### src/rtl/byte2_pkt_pkg.sv
// Shared widths, FSM state encoding and lane-mask helper for the 2-byte packet packer.
package byte2_pkt_pkg;

  localparam int PKT_W  = 16;
  localparam int LANES  = 4;
  localparam int WORD_W = 64;

  typedef enum logic [1:0] {
    IDLE = 2'd0,
    FILL = 2'd1,
    FULL = 2'd2
  } state_e;

  function automatic logic [LANES-1:0] keep_of(input logic [2:0] n);
    keep_of = 4'((5'd1 << n) - 5'd1);
  endfunction

endpackage

### src/rtl/byte2_pkt_out_reg.sv
// Output holding register: loads a packed word, holds it until out_ready is seen.
module byte2_pkt_out_reg
  import byte2_pkt_pkg::*;
(
  input  logic              clk,
  input  logic              rst,
  input  logic              load_i,
  input  logic [WORD_W-1:0] data_i,
  input  logic [LANES-1:0]  keep_i,
  input  logic              out_ready_i,
  output logic              out_valid_o,
  output logic [WORD_W-1:0] out_data_o,
  output logic [LANES-1:0]  out_keep_o,
  output logic              free_o
);

  logic              valid_q;
  logic [WORD_W-1:0] data_q;
  logic [LANES-1:0]  keep_q;

  assign free_o      = !valid_q || out_ready_i;
  assign out_valid_o = valid_q;
  assign out_data_o  = data_q;
  assign out_keep_o  = keep_q;

  always_ff @(posedge clk or posedge rst) begin
    if (rst) begin
      valid_q <= 1'b0;
      data_q  <= '0;
      keep_q  <= '0;
    end else if (load_i) begin
      valid_q <= 1'b1;
      data_q  <= data_i;
      keep_q  <= keep_i;
    end else if (out_ready_i) begin
      valid_q <= 1'b0;
    end
  end

endmodule

### src/rtl/byte2_pkt_packer.sv
// Packs 16-bit packets into 4-lane words with flush/timeout; optional drop
// counter under BYTE2_PKT_PACKER_STATS_EN.
module byte2_pkt_packer
  import byte2_pkt_pkg::*;
#(
  parameter int TIMEOUT = 16
) (
  input  logic              clk,
  input  logic              rst,
  input  logic [PKT_W-1:0]  byte2_pkt,
  input  logic              pkt_valid,
  input  logic              flush,
  output logic [WORD_W-1:0] out_data,
  output logic [LANES-1:0]  out_keep,
  output logic              out_valid,
  input  logic              out_ready,
  output logic [15:0]       drop_cnt
);

  state_e state_q, state_d;
  logic [2:0] cnt_q, cnt_d, cnt_inc;
  logic [7:0] idle_q, idle_d;
  logic       pend_q, pend_d;
  logic [LANES-1:0][PKT_W-1:0] lane_q, lane_d, lane_w, ld_lanes;
  logic              load, free, tmo;
  logic [LANES-1:0]  ld_keep;
  logic [WORD_W-1:0] ld_data;

  assign cnt_inc = cnt_q + {2'b00, pkt_valid};
  assign tmo     = !pkt_valid && (idle_q == 8'(TIMEOUT - 1));

  always_comb begin
    state_d  = state_q;
    cnt_d    = cnt_q;
    idle_d   = idle_q;
    pend_d   = pend_q;
    lane_d   = lane_q;
    lane_w   = lane_q;
    ld_lanes = lane_q;
    ld_keep  = '0;
    load     = 1'b0;
    if (pkt_valid) lane_w[cnt_q[1:0]] = byte2_pkt;
    unique case (state_q)
      IDLE: begin
        if (pkt_valid) begin
          lane_d[0] = byte2_pkt;
          cnt_d     = 3'd1;
          idle_d    = '0;
          pend_d    = 1'b0;
          state_d   = FILL;
        end
      end
      FILL: begin
        if (cnt_inc == 3'd4) begin
          lane_d  = lane_w;
          cnt_d   = 3'd4;
          idle_d  = '0;
          state_d = FULL;
        end else if ((flush || pend_q || tmo) && free) begin
          load     = 1'b1;
          ld_lanes = lane_w;
          ld_keep  = keep_of(cnt_inc);
          cnt_d    = '0;
          idle_d   = '0;
          pend_d   = 1'b0;
          state_d  = IDLE;
        end else begin
          lane_d = lane_w;
          cnt_d  = cnt_inc;
          pend_d = pend_q || flush;
          // counter parks at TIMEOUT-1 so a blocked timeout keeps requesting
          if (pkt_valid)  idle_d = '0;
          else if (!tmo)  idle_d = idle_q + 8'd1;
        end
      end
      FULL: begin
        if (free) begin
          load     = 1'b1;
          ld_lanes = lane_q;
          ld_keep  = '1;
          idle_d   = '0;
          pend_d   = 1'b0;
          if (pkt_valid) begin
            lane_d[0] = byte2_pkt;
            cnt_d     = 3'd1;
            state_d   = FILL;
          end else begin
            cnt_d   = '0;
            state_d = IDLE;
          end
        end
      end
      default: state_d = IDLE;
    endcase
  end

  always_comb begin
    ld_data = '0;
    for (int i = 0; i < LANES; i++)
      if (ld_keep[i]) ld_data[i*PKT_W +: PKT_W] = ld_lanes[i];
  end

  always_ff @(posedge clk or posedge rst) begin
    if (rst) begin
      state_q <= IDLE;
      cnt_q   <= '0;
      idle_q  <= '0;
      pend_q  <= 1'b0;
      lane_q  <= '0;
    end else begin
      state_q <= state_d;
      cnt_q   <= cnt_d;
      idle_q  <= idle_d;
      pend_q  <= pend_d;
      lane_q  <= lane_d;
    end
  end

  byte2_pkt_out_reg u_out (
    .clk        (clk),
    .rst        (rst),
    .load_i     (load),
    .data_i     (ld_data),
    .keep_i     (ld_keep),
    .out_ready_i(out_ready),
    .out_valid_o(out_valid),
    .out_data_o (out_data),
    .out_keep_o (out_keep),
    .free_o     (free)
  );

`ifdef BYTE2_PKT_PACKER_STATS_EN
  logic        drop;
  logic [15:0] drop_q;

  assign drop     = (state_q == FULL) && !free && pkt_valid;
  assign drop_cnt = drop_q;

  always_ff @(posedge clk or posedge rst) begin
    if (rst)                           drop_q <= '0;
    else if (drop && drop_q != 16'hFFFF) drop_q <= drop_q + 16'd1;
  end
`else
  assign drop_cnt = '0;
`endif

endmodule

### config.mk
export PLATFORM = sky130hd
export DESIGN_NAME = byte2_pkt_packer
export DESIGN_NICKNAME = d
export VERILOG_FILES = /design/src/rtl/byte2_pkt_pkg.sv /design/src/rtl/byte2_pkt_out_reg.sv /design/src/rtl/byte2_pkt_packer.sv
export SDC_FILE = /design/constraint.sdc
export NUM_CORES = 1
export LEC_CHECK = 0
export CAP_MARGIN = 0
export CORE_MARGIN = 2
export CORE_UTILIZATION = 25
export DETAILED_ROUTE_END_ITERATION = 8
export PLACE_DENSITY_LB_ADDON = 0.12
export SETUP_SLACK_MARGIN = 0.5
export SKIP_CTS_REPAIR_TIMING = 1
export SYNTH_ARGS = -nofsm -noshare
export SYNTH_HDL_FRONTEND = slang
export SYNTH_SLANG_ARGS = --single-unit
### constraint.sdc
create_clock -name clk -period 5.7 [get_ports clk]
set_clock_uncertainty 0.05 [all_clocks]
set_input_delay 1.14 -clock clk [delete_from_list [all_inputs] [get_ports clk]]
set_output_delay 1.14 -clock clk [all_outputs]
set_load 0.005 [all_outputs]
==> run_results.csv <==
group,metric,value,unit
status,status,"finished, final reports clean",
die,design.core.area,0.0268,sq mm
yosys,synth-seq-cells,147,
power,power_frac_clock,29.0,%
yosys,synth_top_flop_cell,"dfrtp_1",
die,die_y,169,um
power,switching_share,31.4,%
power,powerDensity,466,mW/mm^2
grt,grt_pass1_wl,28300,um
die,die_area,0.0284,sq mm
timing,rsz0062_at_grt,"false",
grt,grt_max_degree,76,
setup_path,setup.worst_path.start_class,"input port",
routing,drt_first_pass_iters,4,
cts,cts-root-buf,"clkbuf_16",
yosys,synth.most_common_cell,"dfrtp_1",
setup_path,reg2reg_slack,2560,ps
final_layout,stdcell_count,947,
timing,final_max_slew_viol_count,0,
yosys,ys_types,55,
timing,hold_slack,438,ps
min_path,hold_class,"reg -> reg",
setup_path,r2r-end,"lane_q[50]$_DFFE_PP0P_",
cts,path_clk_slew,60,ps
routing,antenna_left,0,
final_layout,num_antenna_cells,0,
setup_path,worstSetupPathType,"in -> reg",
cts,numCtsBuffers,17,
timing,tightest_slew,911,ps
routing,num_vias,4440,
power,pwr-share-comb,31.0,%
die,io_pins,106,
place,port_buffers,89,
yosys,syn_area,0.00678,sq mm
setup_path,crit_fanout,16,
grt,grt_pass1_vias,4757,
grt,antenna_found_initial,0,
yosys,ys_seq_area_share,54.3,%
yosys,yosysTopAreaCellShare,54.3,%
final_layout,final_util,31.9,%
power,p_leak,3.92,nW
yosys,synth_edf_count,0,
routing,routed_wl,18100,um
final_layout,fillers,2647,
yosys,synth_common_cells,"dfrtp_1 (147), o2bb2ai_1 (66), mux2_2 (64), mux2i_1 (64)",
cts,clockBufferDepth,2,
run,maxCapViolCount,0,
final_layout,area_delta_synth_final,26.0,%
cts,cts.sinks,147,
timing,slew_headroom,39.2,%
cts,cts_tree,"done",
die,rows,60,
timing,final.period_utilization,73.5,%
setup_path,cp-end-kind,"flip-flop",
power,p_total,3.98,mW
yosys,async_flop_share,100,%
cts,clkLatencyLatePin,420,ps
power,seq_power_share,40.1,%
final_layout,fin_nets,622,
place,place_ws,995,ps
timing,setup_violations,0,
die,floorplan.initialDensity,25.3,%
yosys,syn-instance-count,508,
routing,routed_via_density,4.69,
setup_path,reg2reg_depth,7,
grt,grtUsageTotal,13.2,%
timing,finalHoldViolations,0,
setup_path,crit_path_start,"pkt_valid",
setup_path,r2r_start,"cnt_q[0]$_DFFE_PP0P_",
setup_path,critPathRequiredTime,5960,ps
timing,fin_tns_setup,0,ps
power,p_int,2.73,mW
yosys,yosysTopAreaCell,"dfrtp_1",
setup_path,arrival,4450,ps
routing,drc,0,
routing,drt-initial-drc-count,154,
final_layout,final_layout_size_suffix_gt1_share,19.5,%
timing,worst_slack,1510,ps
grt,overflow,0,
cts,htree_levels,4,
place,dpl.hpwl,11900,um
place,place_inst,915,
power,p_sw,1.25,mW
timing,fmax,0.239,GHz
min_path,hold_depth,1,
min_path,hold_start,"u_out.out_data_o[58]$_DFFE_PP0P_",
power,vdd_ir_drop_max,147,uV
place,routabilityCongestion,0.761,
routing,routedWlPerCell,19.1,um
timing,min_period,4190,ps
yosys,syn_avg_cell_area,13.3,sq um
final_layout,final_cell_area,0.00854,sq mm
die,die_x,169,um
min_path,hold_path_end,"u_out.out_data_o[58]$_DFFE_PP0P_",
yosys,synth_warnings,0,
place,detailed_place.area,0.00794,sq mm
yosys,yosys-top-cells-area,"dfrtp_1 (54%), mux2_2 (11%), mux2i_1 (9.5%)",
[power groups by stage]
stage	logic [mW]	clock network [mW]	registers, mW
global placement	1.23	0	1.61
detailed placement	1.25	0	1.62
finish	1.23	1.15	1.59
floorplan	0.788	0	1.56
global route	1.36	1.23	1.64
CTS	1.26	1.19	1.60
[flip-flops by register name, indices dropped and copies added (netlist names)]
name and cells:
idle_q 8, state_q 2, cnt_q 3, u_out.out_keep_o 4
u_out.out_data_o 64, u_out.out_valid_o 1, lane_q 64, pend_q 1
[how the worst max path moves through the flow]
| stage | endpoint | cells past startpoint |
|---|---|---|
| floorplan | cnt_q[0]$_DFFE_PP0P_ | 1 |
| global placement | lane_q[21]$_DFFE_PP0P_ | 8 |
| detailed placement | lane_q[25]$_DFFE_PP0P_ | 8 |
| CTS | lane_q[20]$_DFFE_PP0P_ | 8 |
| global route | lane_q[20]$_DFFE_PP0P_ | 8 |
| finish | lane_q[50]$_DFFE_PP0P_ | 8 |
[cell type report]
cell class              instances  area (sq um)  area share [%]
inverters                       4          20.0           0.234
repair buffers                 96           943            11.0
clock buffers                  19           453            5.30
clock inverters                13           148            1.73
well taps                     341           427            5.00
multi-input cells             327          2870            33.6
flip-flops and latches        147          3680            43.1
[placed cells by master (no fill, tap or decap), types with 3 or more instances in the layout]
master	n
clkinvlp_4	4
nand4b_1	3
nand3_1	7
ha_1	8
nand2_1	16
inv_1	3
a21bo_2	3
o2bb2ai_1	66
nor2_1	7
a22o_1	8
conb_1	16
mux2i_1	64
dfrtp_1	147
and3_1	6
inv_6	5
nand2b_1	3
o21ai_0	8
mux2_2	64
nand3b_1	3
clkbuf_16	17
buf_4	7
clkdlybuf4s50_1	89
nor2b_1	5
[worst max-delay path, stage by stage]
cell	delay, ps
clkdlybuf4s50_1	670
ha_1	350
ha_1	240
xor2_1	220
a21oi_2	480
a21boi_1	210
nand2_1	690
mux2_2	420
[logic make-up (layout without fill, tap and decap cells)]
| group | count (synthesis) | after routing | share of synthesized area [%] |
|---|---|---|---|
| muxes | 130 | 130 | 20.4 |
| AOI/OAI and AO/OA | 107 | 107 | 13.4 |
| buffers and inverters | 49 | 132 | 4.25 |
| DFF | 147 | 147 | 54.3 |
| and+or+nand+nor | 64 | 64 | 5.91 |
| xor gates and xnor gates | 2 | 2 | 0.258 |
| adders and majority gates | 8 | 8 | 1.48 |
| other | 1 | 16 | 0.0553 |
[layer usage]
metal / global-route usage (%) / part of all wire (%)
met1: 17.5 / 46
met2: 21.9 / 49
met3: 2.57 / 3.6
met4: 4.05 / 1.0
met5: 0 / 0
No activity file was read; power rests on OpenSTA's default activity.
